<file path="src/rtl/seg7_pkg.sv">
// rtl/seg7_pkg.sv - shared constants and state encoding for the seven-segment scanner
package seg7_pkg;

  localparam int NUM_DIGITS = 4;

  // All segments off (active low)
  localparam logic [6:0] SEG_BLANK = 7'h7F;

  // Hex-to-segment table, active low, bit order {g,f,e,d,c,b,a}; entry n is HEX_SEG[n]
  localparam logic [15:0][6:0] HEX_SEG = {
    7'b0001110,  // F
    7'b0000110,  // E
    7'b0100001,  // d
    7'b1000110,  // C
    7'b0000011,  // b
    7'b0001000,  // A
    7'b0010000,  // 9
    7'b0000000,  // 8
    7'b1111000,  // 7
    7'b0000010,  // 6
    7'b0010010,  // 5
    7'b0011001,  // 4
    7'b0110000,  // 3
    7'b0100100,  // 2
    7'b1111001,  // 1
    7'b1000000   // 0
  };

  typedef enum logic {
    BLANK = 1'b0,
    DRIVE = 1'b1
  } state_t;

endpackage

</file>
<file path="src/rtl/seg7_decode.sv">
// rtl/seg7_decode.sv - nibble to active-low segment decoder with blank override
module seg7_decode
  import seg7_pkg::*;
(
  input  logic [3:0] nibble,
  input  logic       blank,
  output logic [6:0] seg
);

  // Table lookup, forced dark when the digit is suppressed
  always_comb begin
    seg = HEX_SEG[nibble];
    if (blank) begin
      seg = SEG_BLANK;
    end
  end

endmodule

</file>
<file path="src/rtl/seg7_scan_ctrl.sv">
// rtl/seg7_scan_ctrl.sv - four-digit multiplexed seven-segment scan controller
module seg7_scan_ctrl
  import seg7_pkg::*;
#(
  parameter int CLK_DIV  = 100000,
  parameter bit BLANK_LZ = 1'b1
) (
  input  logic        sysclk,
  input  logic        reset,
  input  logic [15:0] data_in,
  input  logic        data_valid,
  input  logic [3:0]  dp_in,
  output logic [6:0]  cathodes,
  output logic        dp,
  output logic [3:0]  AN,
  output logic        scan_tick
);

  if (CLK_DIV < 2) begin : g_bad_div
    $error("seg7_scan_ctrl: CLK_DIV must be at least 2");
  end

  localparam int IDX_W = $clog2(NUM_DIGITS);
  localparam int CNT_W = (CLK_DIV > 2) ? $clog2(CLK_DIV) : 1;
  localparam logic [CNT_W-1:0] CNT_LAST = CNT_W'(CLK_DIV - 2);

  state_t                  state_q, state_d;
  logic [IDX_W-1:0]        idx_q, idx_d;
  logic [CNT_W-1:0]        cnt_q, cnt_d;
  logic [15:0]             shadow_q, shadow_d;
  logic [15:0]             frame_q, frame_d;
  logic [NUM_DIGITS-1:0]   dpf_q, dpf_d;
  logic [3:0]              an_q, an_d;
  logic [6:0]              cathodes_q, cathodes_d;
  logic                    dp_q, dp_d;
  logic                    scan_tick_q, scan_tick_d;

  logic [NUM_DIGITS-1:0]   lz_mask;
  logic                    lz_run;
  logic [3:0]              cur_nibble;
  logic                    cur_blank;
  logic [6:0]              cur_seg;

  // Slot sequencing: one blank cycle, then CLK_DIV-1 drive cycles, then advance digit
  always_comb begin
    state_d = state_q;
    idx_d   = idx_q;
    cnt_d   = cnt_q;
    case (state_q)
      BLANK: begin
        state_d = DRIVE;
        cnt_d   = '0;
      end
      DRIVE: begin
        if (cnt_q == CNT_LAST) begin
          state_d = BLANK;
          idx_d   = idx_q + IDX_W'(1);
          cnt_d   = '0;
        end else begin
          cnt_d = cnt_q + CNT_W'(1);
        end
      end
      default: state_d = BLANK;
    endcase
  end

  // Shadow captures every strobe; the frame swaps only when blanking ahead of digit 0
  always_comb begin
    shadow_d = data_valid ? data_in : shadow_q;
    frame_d  = frame_q;
    dpf_d    = dpf_q;
    if (state_q == BLANK && idx_q == '0) begin
      frame_d = data_valid ? data_in : shadow_q;
      dpf_d   = dp_in;
    end
  end

  // Digit i is a leading zero when it and every digit above it are zero
  always_comb begin
    lz_mask = '0;
    lz_run  = 1'b1;
    for (int i = NUM_DIGITS - 1; i >= 1; i--) begin
      lz_run     = lz_run && (frame_q[4*i +: 4] == 4'h0);
      lz_mask[i] = lz_run;
    end
  end

  assign cur_nibble = frame_q[{idx_q, 2'b00} +: 4];
  assign cur_blank  = BLANK_LZ && lz_mask[idx_q];

  seg7_decode u_decode (
    .nibble (cur_nibble),
    .blank  (cur_blank),
    .seg    (cur_seg)
  );

  // Output stage: dark with a tick during blank, otherwise drive the current digit
  always_comb begin
    an_d        = 4'b1111;
    cathodes_d  = SEG_BLANK;
    dp_d        = 1'b1;
    scan_tick_d = 1'b0;
    if (state_q == BLANK) begin
      scan_tick_d = 1'b1;
    end else begin
      an_d       = ~(4'b0001 << idx_q);
      cathodes_d = cur_seg;
      dp_d       = ~dpf_q[idx_q];
    end
  end

  // State and output registers with synchronous reset
  always_ff @(posedge sysclk) begin
    if (reset) begin
      state_q     <= BLANK;
      idx_q       <= '0;
      cnt_q       <= '0;
      shadow_q    <= '0;
      frame_q     <= '0;
      dpf_q       <= '0;
      an_q        <= 4'b1111;
      cathodes_q  <= SEG_BLANK;
      dp_q        <= 1'b1;
      scan_tick_q <= 1'b0;
    end else begin
      state_q     <= state_d;
      idx_q       <= idx_d;
      cnt_q       <= cnt_d;
      shadow_q    <= shadow_d;
      frame_q     <= frame_d;
      dpf_q       <= dpf_d;
      an_q        <= an_d;
      cathodes_q  <= cathodes_d;
      dp_q        <= dp_d;
      scan_tick_q <= scan_tick_d;
    end
  end

  assign AN        = an_q;
  assign cathodes  = cathodes_q;
  assign dp        = dp_q;
  assign scan_tick = scan_tick_q;

endmodule

</file>
<file path="config.mk">
export PLATFORM = sky130hd
export DESIGN_NAME = seg7_scan_ctrl
export DESIGN_NICKNAME = d
export VERILOG_FILES = /design/src/rtl/seg7_pkg.sv /design/src/rtl/seg7_decode.sv /design/src/rtl/seg7_scan_ctrl.sv
export SDC_FILE = /design/constraint.sdc
export NUM_CORES = 1
export LEC_CHECK = 0
export ABC_AREA = 1
export BUFFER_PORTS_ARGS = -buffer_cell sky130_fd_sc_hd__buf_2
export CORE_UTILIZATION = 56
export CTS_CLUSTER_SIZE = 40
export DETAILED_ROUTE_END_ITERATION = 6
export HOLD_SLACK_MARGIN = 0.12
export PLACE_DENSITY = 0.77
export SYNTH_ARGS = -nofsm -noshare
export SYNTH_HDL_FRONTEND = slang
export SYNTH_SLANG_ARGS = --single-unit
</file>
<file path="constraint.sdc">
create_clock -name sysclk -period 1.7 [get_ports sysclk]
set_input_delay 0.255 -clock sysclk [delete_from_list [all_inputs] [get_ports sysclk]]
set_output_delay 0.255 -clock sysclk [all_outputs]
set_load 0.01 [all_outputs]
</file>
==> impl_metrics.ini, run 1 <==
[routing]
num_vias = 2635
drc = 0
vias_per_cell = 5.187
drt-initial-drc-count = 113
wl_um = 6324
dr.pass1.iters = 4
wl_per_cell_um = 12.45
final_antenna_net_count = 0

[placement]
portBuffers = 35
place_area_mm2 = 0.003336
post-dp-hpwl_um = 4522
finalWeightedCongestion = 0.8904

[floorplan]
die_area_mm2 = 0.005855
die-width_um = 76.52
start_util_pct = 59.36
io_pins = 36
core_mm2 = 0.005238
die_h_um = 76.52
rows = 26

[timing]
slew_violations = 0
setup_viol = 0
skew_ns = 0.01015
rsz0062_at_grt = no
fmax_mhz = 649.1
relSlewSlack_pct = 65.15
tns_ns = 0
worst_pin_slew_ns = 0.5222
finalHoldViolations = 0
fin_crit_sh_pct = 90.63
period_needed_ns = 1.541

[outcome]
status = finished, final reports clean

[logic_synthesis]
async_flop_share_pct = 0
synth.most_common_cell = nand2_1
synth_top_area_share_pct = 44.43
synth-main-ff-cell = dfxtp_1
synth_seq_area_share_pct = 44.43
avgSynthCellArea_um2 = 7.912
ys_warn_count = 0
yosys-top-cells-count = nand2_1, dfxtp_1, nor2_1, nand3_1, o21ai_0
synth_nets = 428
synth-edff-count = 0
syn_inst = 393
yosys.area.top_type = dfxtp_1
ys_top_cells_by_area = dfxtp_1, nand2_1, nor2_1
yosys_register_bits = 69
yosys.cell_types.count = 30
syn_area_mm2 = 0.003109

[grt]
grt_pass1_wl_um = 11100
busiest_layer = met2
use_met2_pct = 40.54
first_global_vias = 2503
antenna_found_initial = 0
gr-usage-met1_pct = 28.31
grt.overflow.total = 0
grt_usage_pct = 24.14
grt_max_degree = 37
gr-usage-met3_pct = 8.383

[clock_tree]
clkSinkCount = 69
cts_buffers = 9
post_cts_buffers = 0
clk_pin_slew_ns = 0.08
cts_hold_buf = 0
clkLatencyLatePin_ns = 0.35
cts_root_buf = clkbuf_8
htreeDepth = 3
postCtsResizedCells = 0
cts_buffer_depth = 2
cts_tree = yes

[final_layout]
final_area_mm2 = 0.003528
area_delta_synth_final_pct = 13.48
final_core_util_pct = 67.37
antenna_cells = 0
fin_nets = 468
drive_above_1_share_pct = 19.41

[power_and_ir_drop]
ir_worst_vdd_mv = 0.8491
powerDensity_mw_per_mm2 = 919.6
leakage_uw = 0.001517

[worst_setup_path]
end_kind = flip-flop
r2r-start = idx_q[0]
reg2reg_to = cathodes[0]
start_kind = flip-flop
cp_max_fo = 11
crit_start = idx_q[0]
r2r_slack_ns = 0.16
crit_arrival_ns = 1.79
cp.required_ns = 1.95
reg2reg_depth = 10
endpoint = cathodes[0]
crit_type = reg2reg

[run]
drv_cap = 0

[hold_path]
hp-class = in2reg
## metal layers
metal / part of all wire, % / wire (µm)
met2: 48 / 3019
met1: 47 / 2946
met4: 2.0 / 129
met3: 3.6 / 228
met5: 0 / 0
## worst min path at each step
stage | endpoint | cells past startpoint | slack, ns | start
floorplan | dpf_q[0] | 2 | 0.42 | dp_in[0]
global placement | dpf_q[0] | 2 | 0.47 | dpf_q[0]
detailed placement | dpf_q[0] | 2 | 0.48 | dpf_q[0]
CTS | dpf_q[3] | 3 | 0.16 | dp_in[3]
global route | shadow_q[8] | 3 | 0.16 | data_in[8]
finish | shadow_q[8] | 3 | 0.16 | data_in[8]
## critical path: stages, from the launching register on
cell and delay (ns):
dfxtp_4 0.38, inv_4 0.11, nand2_1 0.07, nand3_1 0.07
nand2_1 0.09, buf_4 0.16, ha_1 0.24, nand3_1 0.12
nand3_1 0.09, nand2_1 0.07, nand2_1 0.04
## placed cells by master (no fill, tap or decap), types with 3 or more instances in the layout
cell type	synthesis	layout
xor2_1	5	5
nand3_2	3	3
mux2i_1	16	16
nor2_1	59	59
nand2_1	81	81
nor2_2	4	4
nand2_2	4	4
ha_1	12	12
nand3_1	27	27
dfxtp_1	69	68
a21oi_1	24	24
buf_2	4	35
clkbuf_8	0	10
o21ai_0	25	25
buf_4	2	6
nor2_4	3	3
nand2_4	3	3
nand4_1	6	6
inv_2	6	4
inv_1	23	23
## state kept, by name (all words and copies together) (netlist names), 2 cells and up
signal / flops
dpf_q: 4
AN: 4
frame_q: 16
idx_q: 2
shadow_q: 16
cnt_q: 17
cathodes: 7
## metrics by stage
stage	worst slack, ns	power, µW	std cells	hold slack [ns]
floorplan	0.1562	1968	393	0.4198
global placement	0.07380	2045	492	0.4658
detailed placement	0.01944	2054	492	0.4803
CTS	0.009385	3273	508	0.1552
global route	0.04201	3404	508	0.1578
finish	0.1593	3245	508	0.1645
## power by group
| part | internal [µW] | switching [µW] | total (µW) |
|---|---|---|---|
| Clock | 575 | 653 | 1230 |
| Combinational | 115 | 176 | 292 |
| Sequential | 1690 | 37.9 | 1730 |
| Total | 2380 | 867 | 3240 |
## cells by family after synthesis
family                     Yosys count  synth area share [%]
AOI/OAI and AO/OA                   51                 8.371
DFF                                 69                 44.43
muxes                               16                 5.151
and+or+nand+nor                    197                 29.13
adders and majority gates           12                 4.829
buffers and inverters               41                 6.116
xor gates and xnor gates             7                 1.972
## layout make-up
class                      count  area (µm²)
clock inverter                 6       46.29
clock buffer                  10       137.6
fill                         454        1709
inverter                      29       113.9
tap                           70       87.58
sequential                    69        1385
multi-input combinational    283        1538
timing repair buffer          41       220.2
(Power assumes the default switching activity.)
==> run 2: changes to the inputs <==
--- a/config.mk
+++ b/config.mk
@@ -11,7 +11,7 @@
 export CTS_CLUSTER_SIZE = 40
 export DETAILED_ROUTE_END_ITERATION = 6
 export HOLD_SLACK_MARGIN = 0.12
-export PLACE_DENSITY = 0.77
+export PLACE_DENSITY = 0.85
 export SYNTH_ARGS = -nofsm -noshare
 export SYNTH_HDL_FRONTEND = slang
 export SYNTH_SLANG_ARGS = --single-unit
==> run 2 against run 1 <==
  * Critical path type unchanged
  * Clock-buffer cell count increased by 2
  * Via count decreased by 0.38%
  * Total power increased by 2.6%
==> impl_metrics.ini, run 2 (synthesis results as in run 1) <==
[outcome]
status = finished, final reports clean

[grt]
grt.overflow.total = 0
grt_max_degree = 37
grt_pass1_wl_um = 11150
first_global_vias = 2570
grt_usage_pct = 23.88
antenna_found_initial = 0

[placement]
post-dp-hpwl_um = 4480
pre_cts_ws_ns = 0.008768
finalWeightedCongestion = 0.8917
portBuffers = 35

[final_layout]
antenna_cells = 0
largest_reg_flops = 17
seq_area_mm2 = 0.001384
largestRegisters = cnt_q x17, frame_q x16, shadow_q x16
final_core_util_pct = 67.56
fillers = 424
final_cell_mix = nand2_1, dfxtp_1, nor2_1, buf_2, nand3_1
largest-register = cnt_q
fin_nets = 468
layout_commonest_cell = nand2_1
drive_above_1_share_pct = 19.41
area_delta_synth_final_pct = 13.80
multi_input_area_mm2 = 0.001540

[worst_setup_path]
cp.required_ns = 1.93
start_kind = flip-flop
end_kind = flip-flop
cp_max_fo = 9
crit_type = reg2reg
crit_arrival_ns = 1.82

[timing]
relSlewSlack_pct = 64.60
fmax_mhz = 628.9
period_needed_ns = 1.590
setup_viol = 0
layout_setup_ws_ns = 0.1098
rsz0062_at_grt = no
fin_crit_sh_pct = 93.54
skew_ns = 0.01088
slew_violations = 0
fin_hold_ws_ns = 0.1663
tns_ns = 0
worst_pin_slew_ns = 0.5304
finalHoldViolations = 0

[routing]
num_vias = 2625
drc = 0
vias_per_cell = 5.167
wl_um = 6368
wl_per_cell_um = 12.54
dr.pass1.iters = 4
drt-initial-drc-count = 191
final_antenna_net_count = 0

[floorplan]
die-width_um = 76.52
die_area_mm2 = 0.005855
start_util_pct = 59.36
die_h_um = 76.52
core_mm2 = 0.005238
rows = 26
io_pins = 36

[power_and_ir_drop]
powerDensity_mw_per_mm2 = 940.6
leakage_uw = 0.001526
ir_worst_vdd_mv = 0.7256

[hold_path]
hp-class = in2reg

[clock_tree]
post_cts_buffers = 0
cts_root_buf = clkbuf_8
cts_hold_buf = 0
clkLatencyLatePin_ns = 0.35
clkSinkCount = 69
cts_tree = yes
cts_buffers = 9
cts_buffer_depth = 2
clk_pin_slew_ns = 0.07
htreeDepth = 3

[run]
drv_cap = 0
-- run 2: through the flow --
step / std cells / instance area [µm²] / total power (µW)
floorplan: 393 / 3109 / 1968
global placement: 492 / 3336 / 2040
detailed placement: 492 / 3336 / 2052
CTS: 508 / 3530 / 3339
global route: 508 / 3538 / 3469
finish: 508 / 3538 / 3328
-- run 2: what timing repair did --
action | 4_1_cts | 5_1_grt
setup endpoints to repair | 1 | 20
pin swaps | 0 | 0
gates resized for setup | 1 | 5
-- run 2: final timing paths --
check	startpoint	to	slack, ns	cells past startpoint
max	idx_q[0]	cathodes[0]	0.11	10
max reg2reg	idx_q[0]	cathodes[0]	0.11	10
min reg2reg	dpf_q[2]	dpf_q[2]	0.49	2
min	dp_in[3]	dpf_q[3]	0.17	3
-- run 2: final cells by class --
cell class,count,share of cell area (%)
Multi-Input combinational cell,283,43.53
Sequential cell,69,39.11
Timing Repair Buffer,41,6.223
Clock buffer,12,4.102
Inverter,29,3.218
Tap cell,70,2.475
Clock inverter,4,1.344
-- run 2: layer usage --
| metal | wire length, µm | vias up | track usage, % | part of all wire [%] |
|---|---|---|---|---|
| met5 | 0 | - | 0 | 0 |
| met4 | 129 | 0 | 12.69 | 2.0 |
| met3 | 227 | 14 | 4.671 | 3.6 |
| met2 | 3096 | 61 | 40.09 | 49 |
| met1 | 2915 | 1203 | 28.72 | 46 |
| li1 | - | 1347 | - | - |
-- run 2: critical path, cell delays in order, from the launching register on --
cell and delay, ns:
dfxtp_2 0.37, inv_4 0.11, nand2_1 0.07, nand3_1 0.07, nand2_1 0.12, buf_4 0.18
ha_1 0.25, nand3_1 0.13, nand3_1 0.09, nand2_1 0.06, nand2_1 0.05
-- run 2: where the power goes --
part	internal [µW]	switching, µW
clock	713	593
sequential	1690	37.6
combinational	115	179
==> run 3: changes to the inputs <==
==> constraint.sdc (replaced) <==
create_clock -name sysclk -period 1.7 [get_ports sysclk]
set_input_delay 0.17 -clock sysclk [delete_from_list [all_inputs] [get_ports sysclk]]
set_output_delay 0.17 -clock sysclk [all_outputs]
set_load 0.01 [all_outputs]
==> run 3 against run 2 <==
  * Final area up 5.4%
  * Clock power about the same
  * Combinational power up 13%
  * Clock skew down 0.0015 ns
  * Final cell count up 3.7%
  * Critical path type unchanged
  * Highest routed layer unchanged
==> impl_metrics.ini, run 3 (synthesis results as in run 1) <==
[outcome]
status = finished, final reports clean

[power_and_ir_drop]
comb_power_share_pct = 9.8
clkPwrFrac_pct = 39.0
ir_worst_vdd_mv = 0.7292
p_seq_share_pct = 51.2
netSwitchingPower_uw = 829.2
power.internal_uw = 2547
powerDensity_mw_per_mm2 = 905.4
leakage_uw = 0.001606
netSwitchingFraction_pct = 24.56

[worst_setup_path]
start_kind = flip-flop
crit_type = reg2reg
cp_slowest_cell = dfxtp_2
cp_max_fo = 9
end_kind = flip-flop
reg2reg_depth = 10
r2r_slack_ns = 0.10
cp.required_ns = 1.93
reg2reg_to = cathodes[0]
crit_chain = inv_4 -> nand2_1 -> nand3_1 -> nand2_1 -> buf_4 -> ha_1 -> nand3_1 -> nand3_1 -> nand2_1 -> nand2_1
r2r-start = idx_q[0]
crit_arrival_ns = 1.83
crit_path_frequent_cell = nand2_1
max_stage_delay_ns = 0.37

[grt]
antenna_found_initial = 0
grt_usage_pct = 24.92
first_global_vias = 2675
grt_pass1_wl_um = 11620
grt_max_degree = 37
grt.overflow.total = 0

[floorplan]
die-width_um = 76.52
die_area_mm2 = 0.005855
rows = 26
core_mm2 = 0.005238
io_pins = 36
start_util_pct = 59.36
die_h_um = 76.52

[clock_tree]
cts_buffer_depth = 2
post_cts_buffers = 0
cts_buffers = 9
clkSinkCount = 69
htreeDepth = 3
clkLatencyLatePin_ns = 0.35
cts_tree = yes
clk_pin_slew_ns = 0.07
cts_root_buf = clkbuf_8

[hold_path]
hp-class = in2reg
holdPathEnd = shadow_q[0]
whs_path_depth = 3
hp-start = data_in[0]

[timing]
relSlewSlack_pct = 64.61
slew_violations = 0
fmax_mhz = 625.3
tns_ns = 0
layout_setup_ws_ns = 0.1007
period_needed_ns = 1.599
finalHoldViolations = 0
fin_hold_ws_ns = 0.1181
setup_viol = 0
rsz0062_at_grt = no
skew_ns = 0.009425
fin_crit_sh_pct = 94.08
worst_pin_slew_ns = 0.5302

[final_layout]
layout_commonest_cell = nand2_1
fillers = 390
largestRegisters = cnt_q x17, frame_q x16, shadow_q x16
largest_reg_flops = 17
final_cell_mix = nand2_1, dfxtp_1, nor2_1, buf_2, nand3_1
final_area_mm2 = 0.003729
antenna_cells = 0
fin_cells = 527
multi_input_area_mm2 = 0.001540
seq_area_mm2 = 0.001384
fin_nets = 487
area_delta_synth_final_pct = 19.92
drive_above_1_share_pct = 18.60
largest-register = cnt_q

[placement]
post-dp-hpwl_um = 4480
finalWeightedCongestion = 0.8917
dp.cells = 492
portBuffers = 35
pre_cts_ws_ns = 0.008768
place_area_mm2 = 0.003336

[routing]
wl_per_cell_um = 12.94
dr.pass1.iters = 6
vias_per_cell = 5.254
wl_um = 6821
num_vias = 2769
final_antenna_net_count = 0
drt-initial-drc-count = 172
drc = 0

[run]
drv_cap = 0
[run 3: cell count changes in the layout (fill, tap and decap cells not counted), sizes merged]
cell	delta
dlygate4sd3	+19
[run 3: cell type report]
cell class	instances	share of cell area [%]
multi-input cells	283	41.31
flip-flops and latches	69	37.11
repair buffers	60	11.01
clock buffers	12	3.893
inverters	29	3.054
well taps	70	2.349
clock inverters	4	1.275
[run 3: how the worst max path moves through the flow]
stage,startpoint,cells past startpoint,endpoint
global route,idx_q[0],10,cathodes[0]
CTS,idx_q[1],6,frame_q[3]
floorplan,idx_q[0],11,cathodes[3]
detailed placement,idx_q[0],10,cathodes[0]
finish,idx_q[0],10,cathodes[0]
global placement,idx_q[0],10,cathodes[0]
[run 3: timing repair]
action / in CTS / in global routing
pin swaps: 0 / 0
gates resized for setup: 1 / 5
endpoints found under the hold margin: 18 / 1
hold buffers: 18 / 1
endpoints found under the setup margin: 1 / 20
[run 3: per-layer routing]
metal / wire length [µm] / part of all wire [%] / vias up / global-route usage, %
li1: - / - / 1391 / -
met1: 2958 / 43 / 1258 / 29.24
met2: 3395 / 50 / 99 / 43.24
met3: 326 / 4.8 / 21 / 4.551
met4: 140 / 2.1 / 0 / 12.69
met5: 0 / 0 / - / 0
[run 3: power groups by stage]
stage | Sequential [µW] | Combinational (µW) | Clock, µW
2_1_floorplan | 1760 | 208 | 0
3_3_place_gp | 1760 | 280 | 0
3_5_place_dp | 1760 | 289 | 0
4_1_cts | 1730 | 323 | 1320
5_1_grt | 1740 | 372 | 1400
6_report | 1730 | 332 | 1320
[run 3: metrics by stage]
stage	utilization [%]	power (µW)
3_3_place_gp	63.69	2040
4_1_cts	70.83	3370
5_1_grt	71.19	3506
6_report	71.19	3376
2_1_floorplan	-	1968
3_5_place_dp	63.69	2052
[run 3: worst max-delay path, delay by kind of cell (launching register included)]
kind	cells	cell delay (ns)
AND/OR/NAND/NOR	7	0.61
buffers and inverters	2	0.28
adder cells (fa/ha/maj)	1	0.25
flip-flops	1	0.37
